`src/rtl/fetch_if.sv`:
```
// ---------------------------------------------------------------------------
// fetch_if
//   Groups the IF stage's control inputs, its InstMem port and its IF/ID
//   outputs into one bundle.
//   master : the fetch stage. It drives imem_pc, ifid_* and fetch_count, and
//            receives stall/redirect/halt and imem_instr.
//   slave  : the surrounding pipeline and InstMem. This is the opposite view.
//   Signals:
//     stall        hold PC and IF/ID (load-use hazard)
//     redirect     branch/jump taken; load PC from redirect_pc
//     redirect_pc  redirect target address
//     halt         decode saw HALT; stop fetching until reset
//     imem_pc      InstMem address (the PC register)
//     imem_instr   InstMem read data (combinational in the same cycle)
//     ifid_instr   registered instruction to decode
//     ifid_pc1     registered PC+1 of that instruction
//     ifid_valid   ifid_instr is a real instruction
//     fetch_count  saturating count of valid instructions latched
// ---------------------------------------------------------------------------
interface fetch_if #(
  parameter int PC_W    = 12,
  parameter int INSTR_W = 19
);
  logic               stall;
  logic               redirect;
  logic [PC_W-1:0]    redirect_pc;
  logic               halt;
  logic [PC_W-1:0]    imem_pc;
  logic [INSTR_W-1:0] imem_instr;
  logic [INSTR_W-1:0] ifid_instr;
  logic [PC_W-1:0]    ifid_pc1;
  logic               ifid_valid;
  logic [15:0]        fetch_count;

  modport master (
    input  stall, redirect, redirect_pc, halt, imem_instr,
    output imem_pc, ifid_instr, ifid_pc1, ifid_valid, fetch_count
  );

  modport slave (
    output stall, redirect, redirect_pc, halt, imem_instr,
    input  imem_pc, ifid_instr, ifid_pc1, ifid_valid, fetch_count
  );
endinterface

```
`src/rtl/fetch_stage.sv`:
```
// ---------------------------------------------------------------------------
// fetch_stage
//   IF stage of the 19-bit pipelined CPU. It owns the program counter and
//   presents it to InstMem. It latches the returned instruction and PC+1 into
//   the IF/ID register. It obeys stall, branch redirect and halt.
//   Ports:
//     clk   rising-edge clock
//     rst   asynchronous reset, active-high
//     bus   fetch_if.master. It carries the control inputs, the InstMem port
//           and the IF/ID outputs.
//   FSM:
//     BOOT   spends one cycle after reset with no IF/ID load.
//     RUN    fetches. Priority is halt > redirect > stall > normal.
//     HALTED freezes the PC and presents a bubble. Only reset leaves it.
// ---------------------------------------------------------------------------
module fetch_stage #(
  parameter int                 PC_W     = 12,
  parameter int                 INSTR_W  = 19,
  parameter logic [PC_W-1:0]    RESET_PC = '0,
  parameter logic [INSTR_W-1:0] NOP      = '0
) (
  input logic      clk,
  input logic      rst,
  fetch_if.master  bus
);

  typedef enum logic [1:0] {
    ST_BOOT   = 2'd0,
    ST_RUN    = 2'd1,
    ST_HALTED = 2'd2
  } state_t;

  state_t             r_state,      w_state_next;
  logic [PC_W-1:0]    r_pc,         w_pc_next;
  logic [INSTR_W-1:0] r_ifid_instr, w_ifid_instr_next;
  logic [PC_W-1:0]    r_ifid_pc1,   w_ifid_pc1_next;
  logic               r_ifid_valid, w_ifid_valid_next;
  logic [15:0]        r_count,      w_count_next;

  // PC+1 wraps naturally at 2**PC_W because the result has PC_W bits.
  logic [PC_W-1:0]    w_pc_inc;
  assign w_pc_inc = r_pc + PC_W'(1);

  // State register and the IF/ID pipeline register.
  always_ff @(posedge clk or posedge rst) begin
    if (rst) begin
      r_state      <= ST_BOOT;
      r_pc         <= RESET_PC;
      r_ifid_instr <= NOP;
      r_ifid_pc1   <= '0;
      r_ifid_valid <= 1'b0;
      r_count      <= 16'd0;
    end else begin
      r_state      <= w_state_next;
      r_pc         <= w_pc_next;
      r_ifid_instr <= w_ifid_instr_next;
      r_ifid_pc1   <= w_ifid_pc1_next;
      r_ifid_valid <= w_ifid_valid_next;
      r_count      <= w_count_next;
    end
  end

  // Next-state logic. Every value holds unless a branch below changes it.
  always_comb begin
    w_state_next      = r_state;
    w_pc_next         = r_pc;
    w_ifid_instr_next = r_ifid_instr;
    w_ifid_pc1_next   = r_ifid_pc1;
    w_ifid_valid_next = r_ifid_valid;
    w_count_next      = r_count;

    case (r_state)
      ST_BOOT: begin
        // Stall, redirect and halt are ignored here.
        w_state_next = ST_RUN;
      end

      ST_RUN: begin
        if (bus.halt) begin
          // Halt beats a simultaneous redirect, so the PC stays where it is.
          w_state_next      = ST_HALTED;
          w_ifid_instr_next = NOP;
          w_ifid_valid_next = 1'b0;
        end else if (bus.redirect) begin
          // Squash the wrong-path fetch. This applies even during a stall.
          w_pc_next         = bus.redirect_pc;
          w_ifid_instr_next = NOP;
          w_ifid_valid_next = 1'b0;
        end else if (!bus.stall) begin
          w_pc_next         = w_pc_inc;
          w_ifid_instr_next = bus.imem_instr;
          w_ifid_pc1_next   = w_pc_inc;
          w_ifid_valid_next = 1'b1;
          // The count saturates rather than wrapping.
          if (r_count != 16'hFFFF) begin
            w_count_next = r_count + 16'd1;
          end
        end
      end

      ST_HALTED: begin
        w_ifid_instr_next = NOP;
        w_ifid_valid_next = 1'b0;
      end

      default: begin
        w_state_next = ST_BOOT;
      end
    endcase
  end

  // InstMem sees the PC register directly, so no input reaches it
  // combinationally.
  assign bus.imem_pc     = r_pc;
  assign bus.ifid_instr  = r_ifid_instr;
  assign bus.ifid_pc1    = r_ifid_pc1;
  assign bus.ifid_valid  = r_ifid_valid;
  assign bus.fetch_count = r_count;

endmodule

```
`src/flat_wrapper.sv`:
```
// flat-port wrapper written by rule: the top's interface ports become plain ports
module fetch_stage_flat 
#(
  parameter int                 PC_W     = 12,
  parameter int                 INSTR_W  = 19,
  parameter logic [PC_W-1:0]    RESET_PC = '0,
  parameter logic [INSTR_W-1:0] NOP      = '0
)
  (clk, rst, bus_stall, bus_redirect, bus_redirect_pc, bus_halt, bus_imem_instr, bus_imem_pc, bus_ifid_instr, bus_ifid_pc1, bus_ifid_valid, bus_fetch_count);
  fetch_if #(.PC_W(PC_W), .INSTR_W(INSTR_W)) bus_i ();
  input logic clk;
  input logic rst;
  input wire logic [$bits(bus_i.stall)-1:0] bus_stall;
  input wire logic [$bits(bus_i.redirect)-1:0] bus_redirect;
  input wire logic [$bits(bus_i.redirect_pc)-1:0] bus_redirect_pc;
  input wire logic [$bits(bus_i.halt)-1:0] bus_halt;
  input wire logic [$bits(bus_i.imem_instr)-1:0] bus_imem_instr;
  output wire logic [$bits(bus_i.imem_pc)-1:0] bus_imem_pc;
  output wire logic [$bits(bus_i.ifid_instr)-1:0] bus_ifid_instr;
  output wire logic [$bits(bus_i.ifid_pc1)-1:0] bus_ifid_pc1;
  output wire logic [$bits(bus_i.ifid_valid)-1:0] bus_ifid_valid;
  output wire logic [$bits(bus_i.fetch_count)-1:0] bus_fetch_count;
  assign bus_i.stall = bus_stall;
  assign bus_i.redirect = bus_redirect;
  assign bus_i.redirect_pc = bus_redirect_pc;
  assign bus_i.halt = bus_halt;
  assign bus_i.imem_instr = bus_imem_instr;
  assign bus_imem_pc = bus_i.imem_pc;
  assign bus_ifid_instr = bus_i.ifid_instr;
  assign bus_ifid_pc1 = bus_i.ifid_pc1;
  assign bus_ifid_valid = bus_i.ifid_valid;
  assign bus_fetch_count = bus_i.fetch_count;
  fetch_stage #(.PC_W(PC_W), .INSTR_W(INSTR_W), .RESET_PC(RESET_PC), .NOP(NOP)) u_core (.clk(clk), .rst(rst), .bus(bus_i));
endmodule
```
`config.mk`:
```
export PLATFORM = sky130hd
export DESIGN_NAME = fetch_stage_flat
export DESIGN_NICKNAME = d
export VERILOG_FILES = /design/src/rtl/fetch_if.sv /design/src/rtl/fetch_stage.sv /design/src/flat_wrapper.sv
export SDC_FILE = /design/constraint.sdc
export NUM_CORES = 1
export LEC_CHECK = 0
export CAP_MARGIN = 15
export CORE_MARGIN = 5
export CORE_UTILIZATION = 49
export CTS_CLUSTER_DIAMETER = 50
export DETAILED_ROUTE_END_ITERATION = 8
export PLACE_DENSITY_LB_ADDON = 0.12
export RECOVER_POWER = 50
export SYNTH_ARGS = -nofsm -noshare
export SYNTH_HDL_FRONTEND = slang
export SYNTH_SLANG_ARGS = --single-unit
```
`constraint.sdc`:
```
create_clock -name clk -period 5.8 [get_ports clk]
set_input_delay 0.58 -clock clk [delete_from_list [all_inputs] [get_ports clk]]
set_output_delay 0.58 -clock clk [all_outputs]
set_load 0.005 [all_outputs]
```
# Word-level counts from Yosys, hierarchy flattened

Index checks and enable logic that the tools add are counted.

Multiplexer cells: 12
Add/subtract/negate cells: 2
Bitwise logic cells: 4
Reduce and logical (&&, ||, !) cells: 7
Equality and inequality tests: 6

Operator list:

| operator                                                              | count |
|---|---|
| 19-bit 2-to-1 mux                                                     | 3 |
| 19-bit one-hot mux with 2 select lines                                | 1 |
| 12-bit 2-to-1 mux                                                     | 2 |
| 16-bit by 1-bit adder with 16-bit output, second input constant       | 1 |
| 16-bit != test, second input constant                                 | 1 |
| 12-bit by 1-bit adder with 12-bit output, second input constant       | 1 |
| 2-bit one-hot mux with 3 select lines                                 | 1 |
| 5-bit AND reduction                                                   | 1 |
| 4-bit != test, second input constant                                  | 1 |
| 1-bit inverter                                                        | 4 |
| 2-bit AND reduction                                                   | 2 |
| 4-bit AND reduction                                                   | 1 |
| 1-bit 2-to-1 mux                                                      | 3 |
| 3-bit AND reduction                                                   | 1 |
| 2-bit by 1-bit equality test with 1-bit output, second input constant | 1 |
| 2-bit equality test, second input constant                            | 1 |
| 2-bit logical NOT                                                     | 1 |
| 2-bit 2-to-1 mux                                                      | 1 |
| 2-bit by 1-bit != test with 1-bit output, second input constant       | 1 |
| 2-bit != test, second input constant                                  | 1 |
| 1-bit one-hot mux with 2 select lines                                 | 1 |
| 2-bit nonzero test                                                    | 1 |

Logic and storage cells: 37
Output and inout port bits: 60
Input port bits: 36
Register bits after elaboration: 62

# Logic depth before layout (Yosys ltp)

Gate-level depths: netlist (run 1).

Depth in word-level cells: 4
Mapped depth: 7
Depth with buffers taken out: 6

# Worst setup path after synthesis (run 1)

OpenSTA, ideal clock, no wires.

Kind: input to register
From: input port bus_redirect
To: register u_core.r_count[1], in the netlist u_core.bus.fetch_count[1]
Required time: 5.675 ns
Setup time: 0.125 ns
Arrival: 1.876 ns
Path buffers: 1
Stages on the path: 4
Slack: 3.800 ns
Cell sequence: or4b_1 > buf_4 > a41oi_4 > mux2_2

Word-level cells in the longest chain between the ends: 2

Ends and longest elaborated chain:

| what                          | RTL line           | source |
|---|---|---|
| from (decl)                   | flat_wrapper.sv:14 | `input wire logic [$bits(bus_i.redirect)-1:0] bus_redirect;` |
| 1-bit inverter (no line)      | n/a                |  |
| 5-bit AND reduction (no line) | n/a                |  |
| to (signal assigned)          | fetch_stage.sv:59  | `r_count <= w_count_next;` |
| to (decl)                     | fetch_stage.sv:38  | `logic [15:0] r_count, w_count_next;` |

Every way passes these cells.
A chain may end at the register's enable or synchronous reset.

==> results.toml, run 1 <==
[yosys]
synth_area_leaders = "dfrtp_1, a22o_1, xnor2_1, o21ai_0, nand4_1"
syn_avg_cell_area_um2 = 11.0
synthArstFlopShare = 1.00
synth_edf_count = 0
synth_cell_types = 36
yosys_warnings = 0
netlist_area_mm2 = 0.00287
syn_nets = 302
synth.top_cell.area_share = 0.540
yosys-top-cells-count = "dfrtp_1, nand2_1, a22o_1, o21ai_0, xnor2_1"
ys.flop_type = "dfrtp_1"
ys_seq_elements = 62
yosysMostFrequentCell = "dfrtp_1"
synth_top_area_cell = "dfrtp_1"
synth_cells = 261
yosysSeqAreaShare = 0.540

[floorplanning]
coreArea_mm2 = 0.00561
ioPinCount = 96
initial_utilization = 0.512
dieWidth_um = 86.6
die_area_mm2 = 0.00750
rows = 27
fp.dieH_um = 86.6

[timing]
tightest_slew_ps = 3250
holdWs_ps = 471
period_needed_ps = 3770
final.period_utilization = 0.651
maxSlewHeadroom = -1.16
final.setup_skew_ps = 5.78
fmax_ghz = 0.265
setup_violations = 0
rsz0062_at_grt = "false"
setup_tns_ps = 0
worst_slack_ps = 2030
hold_viol = 0
slew_viol_final = 63

[clocking]
hold_buffers = 0
cts_root_buf = "clkbuf_8"
clockBufferDepth = 2
clkSlewWorstSetupHoldPaths_ps = 60
h-tree-depth = 3
clk_latency_ps = 330
cts_resized = 0
cts_setup_buffers = 0
numCtsBuffers = 9
cts.sinks = 62
cts_tree = "done"

[job]
cap_violations = 1

[route]
drt_iter0_markers = 115
met3_length_um = 541
vias_per_cell = 5.52
dr.pass1.iters = 4
met2_length_mm = 3.06
wl_per_cell_um = 15.7
drt_wl_total_mm = 6.80
wl_met1_mm = 3.08
dr.max_layer_used = "met4"
num_vias = 2390
drtAntennaViolNets = 0
route.detailed.drc = 0

[status]
status = "finished with violations"
violations = "max-capacitance violations, max-slew violations"

[worst_hold_path]
min_path_type = "register to register"

[pwr]
intPower_uw = 631
power_frac_seq = 0.538
finalPower_uw = 803
vdd_ir_drop_max_mv = 0.138
clkPwrFrac = 0.413
p_leak_nw = 1.86
pwr-share-comb = 0.049
p_switching_uw = 172
swShare = 0.215
power_density_mw_per_mm2 = 198

[cells_and_area]
final_util = 0.723
area_delta_synth_final_pct = 41.1
num_antenna_cells = 0
layout.nets = 398
drive_gt1_frac = 0.0554
num-fill-cells = 448

[setup_path]
cp_slowest_cell = "clkbuf_1"
max_stage_delay_ps = 2280
required_ps = 5510
cp-start-kind = "input port"
criticalPathCategory = "input port to async pin"
critPathTopFamily = "buffers and inverters"
cp.buffers_inverters = 3
path_cells = "dlygate4sd3_1 -> clkinv_1 -> clkbuf_1"
critPathMaxFanout = 62
cp_data_arrival_time_ps = 3490
endpoint_kind = "async pin"

[place]
hpwl_mm = 4.87
gp_congestion = 0.809
port_buffers = 95
place_ws_ps = 2270

[global_route]
grt_max_degree = 63
grt_pass1_vias = 2478
grt_overflow = 0
grt.total_usage = 0.201
antenna_found_initial = 0
grt_pass1_wl_mm = 11.8
layer usage:
layer | global-route usage | vias to the layer above
met3 | 0.0599 | 8
met1 | 0.266 | 1150
li1 | - | 1163
met5 | 0 | -
met4 | 0.0935 | 0
met2 | 0.303 | 69
final cells by class:
| class | instances | area (um^2) | share of cell area |
|---|---|---|---|
| clock buffers | 14 | 163 | 0.0401 |
| clock inverters | 1 | 5.00 | 0.00123 |
| inverters | 5 | 18.8 | 0.00463 |
| multi-input cells | 181 | 1260 | 0.310 |
| flip-flops and latches | 62 | 1550 | 0.383 |
| well taps | 72 | 90.1 | 0.0222 |
| repair buffers | 98 | 970 | 0.239 |
through the flow:
step,cell area [um^2],instances
2_1_floorplan,2870,261
3_3_place_gp,3890,418
6_report,4060,433
3_5_place_dp,3890,418
4_1_cts,4060,433
5_1_grt,4060,433
path summary, 6_finish.rpt:
path                                               startpoint                               endpoint  slack, ps  cells past startpoint
setup / recovery                                          rst     u_core.bus.ifid_pc1[2]$_DFFE_PP0P_       2030                      3
hold / removal             u_core.bus.ifid_pc1[8]$_DFFE_PP0P_     u_core.bus.ifid_pc1[8]$_DFFE_PP0P_        470                      2
max in group clk                                 bus_redirect  u_core.bus.fetch_count[1]$_DFFE_PP0P_       2610                      4
hold reg to reg            u_core.bus.ifid_pc1[8]$_DFFE_PP0P_     u_core.bus.ifid_pc1[8]$_DFFE_PP0P_        470                      2
min in group asynchronous                                 rst  u_core.bus.ifid_instr[13]$_DFFE_PP0P_       1950                      3
setup reg to reg                u_core.r_state[1]$_DFFE_PP0P_  u_core.bus.fetch_count[1]$_DFFE_PP0P_       3190                      5
cells in the final DEF, fill, tap and decap left out, types with 2 or more instances in the layout:
master           instances
a21o_1                   5
a21oi_1                  7
a221o_1                  5
a22o_1                  19
a22oi_1                  2
a31oi_1                  3
and3_1                   9
and4_1                   4
buf_4                    2
clkbuf_1                 4
clkbuf_8                11
clkdlybuf4s50_1         65
dfrtp_1                 62
dlygate4sd3_1           30
ha_1                     5
inv_1                    4
mux2_2                   2
nand2_1                 21
nand2b_1                 3
nand3_1                  9
nand4_1                 13
nor2_1                  12
nor3_1                   5
nor4_1                   2
nor4_4                   2
o21ai_0                 18
o2bb2ai_1                2
xnor2_1                 17
xor2_1                   4
power by group through the flow:
| stage | logic, mW | clock network, mW | registers (mW) |
|---|---|---|---|
| 2_1_floorplan | 0.0114 | 0 | 0.440 |
| 3_3_place_gp | 0.0400 | 0 | 0.440 |
| 3_5_place_dp | 0.0406 | 0 | 0.440 |
| 4_1_cts | 0.0406 | 0.341 | 0.432 |
| 5_1_grt | 0.0431 | 0.361 | 0.432 |
| 6_report | 0.0391 | 0.332 | 0.433 |
state kept, by name, indices dropped and copies added, names as in the netlist:
register,count
u_core.bus.ifid_pc1,12
u_core.bus.imem_pc,12
u_core.bus.fetch_count,16
u_core.r_state,2
u_core.bus.ifid_valid,1
u_core.bus.ifid_instr,19
kinds of logic after synthesis:
logic type	count (synthesis)	share of synthesized area
xor gates and xnor gates	21	0.0640
AOI/OAI and AO/OA	67	0.172
buffers and inverters	18	0.0248
and+or+nand+nor	85	0.166
muxes	3	0.0113
DFF	62	0.540
adders and majority gates	5	0.0218
worst register-to-register path, stage by stage (launching register included):
cell	delay, ps
dfrtp_1	390
inv_1	100
ha_1	200
or4b_1	920
a41oi_4	510
mux2_2	370
Note: power is estimated with default switching activity, not from simulation.
==> run 2: changes to the inputs <==
--- a/config.mk
+++ b/config.mk
@@ -7,7 +7,7 @@
 export LEC_CHECK = 0
 export CAP_MARGIN = 15
 export CORE_MARGIN = 5
-export CORE_UTILIZATION = 49
+export CORE_UTILIZATION = 41
 export CTS_CLUSTER_DIAMETER = 50
 export DETAILED_ROUTE_END_ITERATION = 8
 export PLACE_DENSITY_LB_ADDON = 0.12
==> constraint.sdc (replaced) <==
create_clock -name clk -period 3.1 [get_ports clk]
set_input_delay 0.31 -clock clk [delete_from_list [all_inputs] [get_ports clk]]
set_output_delay 0.31 -clock clk [all_outputs]
set_load 0.005 [all_outputs]
==> results.toml, run 2 (synthesis gave the netlist of run 1 again) <==
[cells_and_area]
num_antenna_cells = 0
drive_gt1_frac = 0.0712
layout.nets = 401
largest_reg_flops = 19
area_delta_synth_final_pct = 44.1
final_util = 0.609
final_common_cell = "clkdlybuf4s50_1"
final_cell_mix = "clkdlybuf4s50_1, dfrtp_1, dlygate4sd3_1"
postLayoutCellArea_mm2 = 0.00414
num-fill-cells = 587

[floorplanning]
fp.dieH_um = 93.7
coreArea_mm2 = 0.00679
die_area_mm2 = 0.00878
initial_utilization = 0.423
ioPinCount = 96
dieWidth_um = 93.7
rows = 30

[route]
vias_per_cell = 5.21
drtAntennaViolNets = 0
route.detailed.drc = 0
drt_wl_total_mm = 6.96
drt_iter0_markers = 138
dr.pass1.iters = 4
num_vias = 2400
wl_per_cell_um = 15.1

[global_route]
grt_pass1_wl_mm = 11.7
grt.total_usage = 0.169
antenna_found_initial = 0
grt_pass1_vias = 2401
grt_max_degree = 26
grt_overflow = 0

[worst_hold_path]
min_path_type = "register to register"

[pwr]
vdd_ir_drop_max_mv = 0.185
power_density_mw_per_mm2 = 386
p_leak_nw = 1.90
swShare = 0.208
intPower_mw = 1.26
clkPwrFrac = 0.446
pwr-share-comb = 0.047
power_frac_seq = 0.507
p_switching_uw = 332

[place]
place_ws_ps = 717
hpwl_mm = 5.19
gp_congestion = 0.792
port_buffers = 95
placed_area_mm2 = 0.00394

[timing]
tightest_slew_ps = 894
slew_viol_final = 0
maxSlewHeadroom = 0.404
rsz0062_at_grt = "false"
final.period_utilization = 0.694
period_needed_ps = 2150
setup_violations = 0
final.setup_skew_ps = 9.62
fmax_ghz = 0.465
hold_viol = 0
setup_tns_ps = 0
holdWs_ps = 470
worst_slack_ps = 949

[clocking]
h-tree-depth = 3
cts_tree = "done"
cts_resized = 0
hold_buffers = 0
cts_root_buf = "clkbuf_8"
numCtsBuffers = 9
cts.sinks = 62
clkSlewWorstSetupHoldPaths_ps = 70
cts_setup_buffers = 0
clockBufferDepth = 2
clk_latency_ps = 330

[status]
status = "completed"

[setup_path]
cp-start-kind = "register"
critPathMaxFanout = 25
cp_data_arrival_time_ps = 2400
required_ps = 3350
criticalPathCategory = "register to register"
endpoint_kind = "register"

[job]
cap_violations = 0
run 2: layout make-up:
| class | instances | area [um^2] | share of cell area |
|---|---|---|---|
| Tap cell | 96 | 120 | 0.0290 |
| Clock buffer | 12 | 155 | 0.0375 |
| Sequential cell | 62 | 1550 | 0.375 |
| Multi-Input combinational cell | 181 | 1260 | 0.304 |
| Inverter | 5 | 18.8 | 0.00453 |
| Timing Repair Buffer | 101 | 992 | 0.240 |
| Clock inverter | 4 | 45.0 | 0.0109 |
run 2: power by group through the flow:
stage          registers, mW  logic, mW  clock network [mW]
2_1_floorplan          0.824     0.0214                   0
3_3_place_gp           0.824     0.0775                   0
5_1_grt                0.808     0.0839               0.768
6_report               0.809     0.0756               0.712
3_5_place_dp           0.824     0.0781                   0
4_1_cts                0.809     0.0782               0.730
run 2: metrics by stage:
step / std cells / power [mW]
floorplan: 261 / 0.846
global placement: 445 / 0.902
detailed placement: 445 / 0.902
CTS: 461 / 1.62
global route: 461 / 1.66
finish: 461 / 1.60
run 2: worst max-delay path: stages (launching register included):
cell and delay, ps:
dfrtp_1 380, inv_1 100, ha_1 210, or4b_1 610, buf_4 290, nor4_4 230, a31oi_1 130, a31oi_1 140
run 2: path summary, 6_finish.rpt:
check / from / endpoint / slack, ps / cells after the start
min in group asynchronous: rst / u_core.bus.ifid_instr[12]$_DFFE_PP0P_ / 600 / 2
hold reg to reg: u_core.bus.ifid_pc1[7]$_DFFE_PP0P_ / u_core.bus.ifid_pc1[7]$_DFFE_PP0P_ / 470 / 2
setup reg to reg: u_core.r_state[1]$_DFFE_PP0P_ / u_core.bus.fetch_count[14]$_DFFE_PP0P_ / 950 / 7
setup / recovery: u_core.r_state[1]$_DFFE_PP0P_ / u_core.bus.fetch_count[14]$_DFFE_PP0P_ / 950 / 7
max in group asynchronous: rst / u_core.bus.fetch_count[9]$_DFFE_PP0P_ / 1210 / 3
hold / removal: u_core.bus.ifid_pc1[7]$_DFFE_PP0P_ / u_core.bus.ifid_pc1[7]$_DFFE_PP0P_ / 470 / 2
run 2: metal layers:
metal | track usage | vias to the layer above | routed length, um
li1 | - | 1175 | -
met5 | 0 | - | 0
met1 | 0.225 | 1129 | 3110
met2 | 0.250 | 84 | 3070
met4 | 0.0686 | 0 | 113
met3 | 0.0625 | 12 | 662
